`config.mk`:
```
export PLATFORM = sky130hd
export DESIGN_NAME = pong_match_fsm_flat
export DESIGN_NICKNAME = d
export VERILOG_FILES = /design/src/rtl/pong_pkg.sv /design/src/rtl/pong_match_fsm_if.sv /design/src/rtl/pong_edge_detect.sv /design/src/rtl/pong_match_fsm.sv /design/src/flat_wrapper.sv
export SDC_FILE = /design/constraint.sdc
export NUM_CORES = 1
export LEC_CHECK = 0
export CORE_MARGIN = 4
export CORE_UTILIZATION = 55
export CTS_CLUSTER_DIAMETER = 40
export DETAILED_ROUTE_END_ITERATION = 12
export PLACE_DENSITY = 0.85
export SYNTH_ARGS = -nofsm -noshare
export SYNTH_HDL_FRONTEND = slang
export SYNTH_SLANG_ARGS = --single-unit
```
`constraint.sdc`:
```
create_clock -name clk -period 5 [get_ports clk]
set_clock_uncertainty 0.15 [all_clocks]
set_input_delay 1.25 -clock clk [delete_from_list [all_inputs] [get_ports clk]]
set_output_delay 1.25 -clock clk [all_outputs]
set_load 0.1 [all_outputs]
```
`src/rtl/pong_pkg.sv`:
```
// Shared definitions for the Pong design: match state encodings, player
// limits and the default match constants used by the display blocks.
package pong_pkg;

    typedef enum logic [2:0] {
        ST_IDLE   = 3'd0,
        ST_SERVE  = 3'd1,
        ST_PLAY   = 3'd2,
        ST_PAUSED = 3'd3,
        ST_OVER   = 3'd4
    } state_t;

    localparam int MAX_PLAYERS         = 4;
    localparam int DEFAULT_WIN_SCORE   = 5;
    localparam int DEFAULT_SERVE_TICKS = 2;

    // Index of the lowest set bit; 0 when no bit is set.
    function automatic logic [1:0] lowest_set(input logic [MAX_PLAYERS-1:0] v);
        lowest_set = 2'd0;
        for (int i = MAX_PLAYERS - 1; i >= 0; i--) begin
            if (v[i]) begin
                lowest_set = 2'(i);
            end
        end
    endfunction

endpackage

```
`src/rtl/pong_match_fsm_if.sv`:
```
// Match controller bus: engine/timer requests in, score/state/status out.
interface pong_match_fsm_if
    import pong_pkg::*;
#(
    parameter int N_PLAYERS = 2,
    parameter int SCORE_W   = 3
);
    logic                           tick;
    logic                           start;
    logic                           pause;
    logic [N_PLAYERS-1:0]           miss;
    logic [2:0]                     state;
    logic [N_PLAYERS*SCORE_W-1:0]   scores;
    logic                           stop;
    logic                           ball_reset;
    logic [1:0]                     serve_player;
    logic                           timer_en;
    logic [1:0]                     winner;
    logic                           game_over;

    // Side that issues requests and consumes match status.
    modport master (
        output tick, start, pause, miss,
        input  state, scores, stop, ball_reset, serve_player, timer_en, winner, game_over
    );

    // Match controller side.
    modport slave (
        input  tick, start, pause, miss,
        output state, scores, stop, ball_reset, serve_player, timer_en, winner, game_over
    );
endinterface

```
`src/rtl/pong_edge_detect.sv`:
```
// Rising-edge detector: the previous level is held in a register and the
// pulse is high for the single cycle where the level goes 0 -> 1.
module pong_edge_detect #(
    parameter int WIDTH = 1
) (
    input  logic             clk,
    input  logic             rst,
    input  logic [WIDTH-1:0] level,
    output logic [WIDTH-1:0] pulse
);
    logic [WIDTH-1:0] level_d;

    // Sample the input level every cycle.
    always_ff @(posedge clk or posedge rst) begin
        if (rst) begin
            level_d <= '0;
        end else begin
            level_d <= level;
        end
    end

    assign pulse = level & ~level_d;
endmodule

```
`src/rtl/pong_match_fsm.sv`:
```
// Pong match controller: serve delay, play, pause and game-over sequencing
// with per-player scoring for 2..4 players. All outputs are registered.
module pong_match_fsm
    import pong_pkg::*;
#(
    parameter int N_PLAYERS   = 2,
    parameter int SCORE_W     = 3,
    parameter int WIN_SCORE   = DEFAULT_WIN_SCORE,
    parameter int SERVE_TICKS = DEFAULT_SERVE_TICKS,
    parameter int TICK_CNT_W  = 4
) (
    input  logic           clk,
    input  logic           rst,
    pong_match_fsm_if.slave bus
);
    localparam logic [SCORE_W-1:0]    WIN_VAL     = SCORE_W'(WIN_SCORE);
    localparam logic [TICK_CNT_W-1:0] SERVE_LIMIT = TICK_CNT_W'(SERVE_TICKS);

    logic [1:0]             edges;
    logic                   start_p;
    logic                   pause_p;
    state_t                 state_reg;
    logic [TICK_CNT_W-1:0]  cnt_reg;
    logic [TICK_CNT_W-1:0]  cnt_next;
    logic                   stop_reg;
    logic                   ball_reset_reg;
    logic [1:0]             serve_player_reg;
    logic                   timer_en_reg;
    logic [1:0]             winner_reg;
    logic                   game_over_reg;
    logic                   any_miss;
    logic                   score_clr;
    logic                   score_upd;
    logic [N_PLAYERS-1:0]   win_hit;

    pong_edge_detect #(.WIDTH(2)) u_edge (
        .clk   (clk),
        .rst   (rst),
        .level ({bus.pause, bus.start}),
        .pulse (edges)
    );

    assign start_p  = edges[0];
    assign pause_p  = edges[1];
    assign any_miss = |bus.miss;
    assign cnt_next = cnt_reg + 1'b1;

    // A restart is honoured only where start_p leads to a fresh match.
    assign score_clr = start_p && (state_reg == ST_IDLE || state_reg == ST_PAUSED ||
                                   state_reg == ST_OVER);
    assign score_upd = (state_reg == ST_PLAY) && any_miss;

    // Per-player score: every player who did not miss gains a point,
    // saturating at the winning score.
    generate
        for (genvar gi = 0; gi < N_PLAYERS; gi++) begin : g_score
            logic [SCORE_W-1:0] score_reg;
            logic [SCORE_W-1:0] score_inc;

            assign score_inc = (!bus.miss[gi] && score_reg < WIN_VAL) ?
                               score_reg + 1'b1 : score_reg;
            assign win_hit[gi] = (score_inc == WIN_VAL);
            assign bus.scores[gi*SCORE_W +: SCORE_W] = score_reg;

            // Score register: cleared on a new match, bumped on a miss in PLAY.
            always_ff @(posedge clk or posedge rst) begin
                if (rst) begin
                    score_reg <= '0;
                end else if (score_clr) begin
                    score_reg <= '0;
                end else if (score_upd) begin
                    score_reg <= score_inc;
                end
            end
        end
    endgenerate

    // Match sequencing with registered status outputs.
    always_ff @(posedge clk or posedge rst) begin
        if (rst) begin
            state_reg        <= ST_IDLE;
            cnt_reg          <= '0;
            stop_reg         <= 1'b1;
            ball_reset_reg   <= 1'b0;
            serve_player_reg <= 2'd0;
            timer_en_reg     <= 1'b0;
            winner_reg       <= 2'd0;
            game_over_reg    <= 1'b0;
        end else begin
            ball_reset_reg <= 1'b0;
            case (state_reg)
                ST_IDLE: begin
                    if (start_p) begin
                        state_reg <= ST_SERVE;
                        cnt_reg   <= '0;
                        stop_reg  <= 1'b1;
                    end
                end
                ST_SERVE: begin
                    // The count reaching the limit on this tick launches the ball;
                    // a zero limit launches after a single cycle in SERVE.
                    if (SERVE_LIMIT == '0 || (bus.tick && cnt_next == SERVE_LIMIT)) begin
                        state_reg      <= ST_PLAY;
                        ball_reset_reg <= 1'b1;
                        cnt_reg        <= '0;
                        stop_reg       <= 1'b0;
                        timer_en_reg   <= 1'b1;
                    end else if (bus.tick) begin
                        cnt_reg <= cnt_next;
                    end
                end
                ST_PLAY: begin
                    if (any_miss) begin
                        serve_player_reg <= lowest_set(MAX_PLAYERS'(bus.miss));
                        stop_reg         <= 1'b1;
                        timer_en_reg     <= 1'b0;
                        if (|win_hit) begin
                            state_reg     <= ST_OVER;
                            winner_reg    <= lowest_set(MAX_PLAYERS'(win_hit));
                            game_over_reg <= 1'b1;
                        end else begin
                            state_reg <= ST_SERVE;
                            cnt_reg   <= '0;
                        end
                    end else if (pause_p) begin
                        state_reg    <= ST_PAUSED;
                        stop_reg     <= 1'b1;
                        timer_en_reg <= 1'b0;
                    end
                end
                ST_PAUSED: begin
                    if (start_p) begin
                        state_reg <= ST_SERVE;
                        cnt_reg   <= '0;
                    end else if (pause_p) begin
                        state_reg    <= ST_PLAY;
                        stop_reg     <= 1'b0;
                        timer_en_reg <= 1'b1;
                    end
                end
                ST_OVER: begin
                    if (start_p) begin
                        state_reg     <= ST_SERVE;
                        cnt_reg       <= '0;
                        winner_reg    <= 2'd0;
                        game_over_reg <= 1'b0;
                    end
                end
                default: begin
                    state_reg     <= ST_IDLE;
                    cnt_reg       <= '0;
                    stop_reg      <= 1'b1;
                    timer_en_reg  <= 1'b0;
                    winner_reg    <= 2'd0;
                    game_over_reg <= 1'b0;
                end
            endcase
        end
    end

    assign bus.state        = state_reg;
    assign bus.stop         = stop_reg;
    assign bus.ball_reset   = ball_reset_reg;
    assign bus.serve_player = serve_player_reg;
    assign bus.timer_en     = timer_en_reg;
    assign bus.winner       = winner_reg;
    assign bus.game_over    = game_over_reg;
endmodule

```
`src/flat_wrapper.sv`:
```
// flat-port wrapper written by rule: the top's interface ports become plain ports
module pong_match_fsm_flat import pong_pkg::*;
#(
    parameter int N_PLAYERS   = 2,
    parameter int SCORE_W     = 3,
    parameter int WIN_SCORE   = DEFAULT_WIN_SCORE,
    parameter int SERVE_TICKS = DEFAULT_SERVE_TICKS,
    parameter int TICK_CNT_W  = 4
)
  (clk, rst, bus_tick, bus_start, bus_pause, bus_miss, bus_state, bus_scores, bus_stop, bus_ball_reset, bus_serve_player, bus_timer_en, bus_winner, bus_game_over);
  pong_match_fsm_if #(.N_PLAYERS(N_PLAYERS), .SCORE_W(SCORE_W)) bus_i ();
  input  logic clk;
  input  logic rst;
  input wire logic [$bits(bus_i.tick)-1:0] bus_tick;
  input wire logic [$bits(bus_i.start)-1:0] bus_start;
  input wire logic [$bits(bus_i.pause)-1:0] bus_pause;
  input wire logic [$bits(bus_i.miss)-1:0] bus_miss;
  output wire logic [$bits(bus_i.state)-1:0] bus_state;
  output wire logic [$bits(bus_i.scores)-1:0] bus_scores;
  output wire logic [$bits(bus_i.stop)-1:0] bus_stop;
  output wire logic [$bits(bus_i.ball_reset)-1:0] bus_ball_reset;
  output wire logic [$bits(bus_i.serve_player)-1:0] bus_serve_player;
  output wire logic [$bits(bus_i.timer_en)-1:0] bus_timer_en;
  output wire logic [$bits(bus_i.winner)-1:0] bus_winner;
  output wire logic [$bits(bus_i.game_over)-1:0] bus_game_over;
  assign bus_i.tick = bus_tick;
  assign bus_i.start = bus_start;
  assign bus_i.pause = bus_pause;
  assign bus_i.miss = bus_miss;
  assign bus_state = bus_i.state;
  assign bus_scores = bus_i.scores;
  assign bus_stop = bus_i.stop;
  assign bus_ball_reset = bus_i.ball_reset;
  assign bus_serve_player = bus_i.serve_player;
  assign bus_timer_en = bus_i.timer_en;
  assign bus_winner = bus_i.winner;
  assign bus_game_over = bus_i.game_over;
  pong_match_fsm #(.N_PLAYERS(N_PLAYERS), .SCORE_W(SCORE_W), .WIN_SCORE(WIN_SCORE), .SERVE_TICKS(SERVE_TICKS), .TICK_CNT_W(TICK_CNT_W)) u_core (.clk(clk), .rst(rst), .bus(bus_i));
endmodule
```
==> metrics <==
outcome completed; Yosys cell types 54; CP peak stage delay between 1 and 1.5 ns; worst-margin pin slew about 1 ns; H-tree Lvls 1; Initial Utilization about three fifths; Sum Neg Setup Slack 0 ns; GR Util All Layers ~20%; Yosys top cell by area dfrtp_1; met2 wire length 1480 um; Ports 24; Vias 1,186; CTS tree built; layout cells sized above 1 between 10% and 20%; Die W approximately 58 um; 1st-pass router iterations 4; total wire length 2980 um; Largest register FFs 6; CP max stage cell clkdlybuf4s50_1; critical path endpoint category output pin; clock latency on the worst-skew pair between 0.3 and 0.4 ns; vias in the first global route between 1,000 and 1,500; Residual DRC 0; root buf cell clkbuf_4; final hold vios 0; top routing layer in use met4; DR WL/cell ~16 um; flop2flop setup slack 2.79 ns; Final Cycle Share between 70% and 80%; Worst Hold Class reg -> reg; DR WL met3 between 150 and 200 um; crit-path cells clkdlybuf4s50_1; global-route wire length before repair 5300 um; largest net degree at the start of global routing 22; P&R area growth vs syn 15.3%; Worst Path Required 3.60 ns; Fmax approximately 0.28 GHz; Crit Path Class reg -> out; Synth Instances about 150; Post-synth EDFFs 0; Placer Congestion roughly 0.87; Buf+Inv Stages, Crit Path 1; hold buffer count at CTS 0; core region area between 0.002 and 0.0025 mm^2; Die Y a little under 60 um; postcts setup bufs 0; Seq cells post-synth 21; Critical Path Start Type flip-flop; Detail Route Antenna Nets 0; top cell type's share of synthesized area between 30% and 40%; Synth Cell Area 0.00138 mm^2; worst relative slew slack between 30% and 40%; Layout Nets 175; DPL Wire Length between 2000 and 2500 um; Synth area leaders dfrtp_1, ha_1, o21ai_0; final slew viol count 0; count of input and output buffers 21; Vias/cell 6.21; FP Rows 17; Top FF cell, synth dfrtp_1; clk slew on worst S/H paths around 0.11 ns; clk sinks 21; initial antenna violation count 0; MaxCap Viol Count 0; Ys Warns 0; Cells after DPL between 150 and 200; Resized Gates After CTS 0; filler instances 180; remaining global-route overflow 0; fin cells approximately 190; met1 wire length about 1300 um; fin crit period about 3.6 ns; clock buffer count from CTS 3; most frequent cells in the layout clkdlybuf4s50_1, dfrtp_1, nand2_1, o21ai_0, nor2_1; post-synthesis sequential area ratio about two fifths; maximum clock insertion buffer count 2; die footprint roughly 0.0034 mm^2; Mapped Avg Cell Area ~9.5 um^2; commonest non-fill, non-tap cell in the layout clkdlybuf4s50_1; setup violators final 0; ANT cells 0; crit-path max FO 13; post-synthesis async set-or-reset flop share between 90% and 100%; DRT iter0 DRCs 44; RSZ-0062 raised after global routing no; WP data arrival between 2 and 2.5 ns; Largest delay share family, worst path buffers and inverters
## stage by stage
step,setup slack [ns],area [um^2],hold slack [ns],util [%]
floorplan,2.30,1390,0.405,-
global placement,1.71,1570,0.344,68.2
detailed placement,1.70,1570,0.359,68.2
CTS,1.40,1600,0.381,69.4
global route,1.34,1600,0.393,69.4
finish,1.42,1600,0.376,69.4
## cell type report
type	instances	area [um^2]	area share, %
clock buffer	3	22.5	1.41
sequential	21	527	33.0
multi-input combinational	111	773	48.5
tap	28	35.0	2.20
clock inverter	1	5.00	0.314
inverter	6	22.5	1.41
timing repair buffer	21	210	13.2
## worst register-to-register path: stages (launching register included)
cell	delay, ns
dfrtp_1	0.47
ha_1	0.36
or4b_4	0.50
o21ai_4	0.20
o221ai_2	0.15
a32o_1	0.27
## cells in the mapped netlist, types with 4 or more instances
master	number
nand3_1	4
ha_1	4
nor3_1	6
nor2_1	9
dfrtp_1	20
o21ai_0	10
nand2_1	11
inv_1	6
nor2b_1	4
a21oi_1	7
## cell families (layout without fill, tap and decap cells)
logic type	count (synthesis)	count (layout)	synth area share [%]
buffers and inverters	15	31	6.33
and+or+nand+nor	55	55	23.2
AOI/OAI and AO/OA	46	46	25.7
other	1	2	0.271
muxes	3	3	2.17
DFF	21	21	38.1
xor gates and xnor gates	1	1	0.633
adders and majority gates	4	4	3.62
## metal layers
metal  up-vias  GRT usage, %
li1        572             -
met1       572          25.1
met2        35          33.1
met3         7          3.56
met4         0          8.94
met5         -             0
## worst paths after layout
| path | from | to | cells after the start |
|---|---|---|---|
| setup / recovery | u_core.bus.state[2] | bus_state[2] | 1 |
| hold / removal | u_core.bus.stop | u_core.bus.stop | 1 |
| setup reg to reg | u_core.g_score[1].score_reg[0] | u_core.bus.game_over | 5 |
| hold reg to reg | u_core.bus.stop | u_core.bus.stop | 1 |
| max in group asynchronous | rst | u_core.u_edge.level_d[0] | 2 |
| min in group asynchronous | rst | u_core.cnt_reg[0] | 2 |
Power is left out: the tool's default activity adds up to more than one toggle a clock period on the data nets, which glitch-free logic cannot reach.
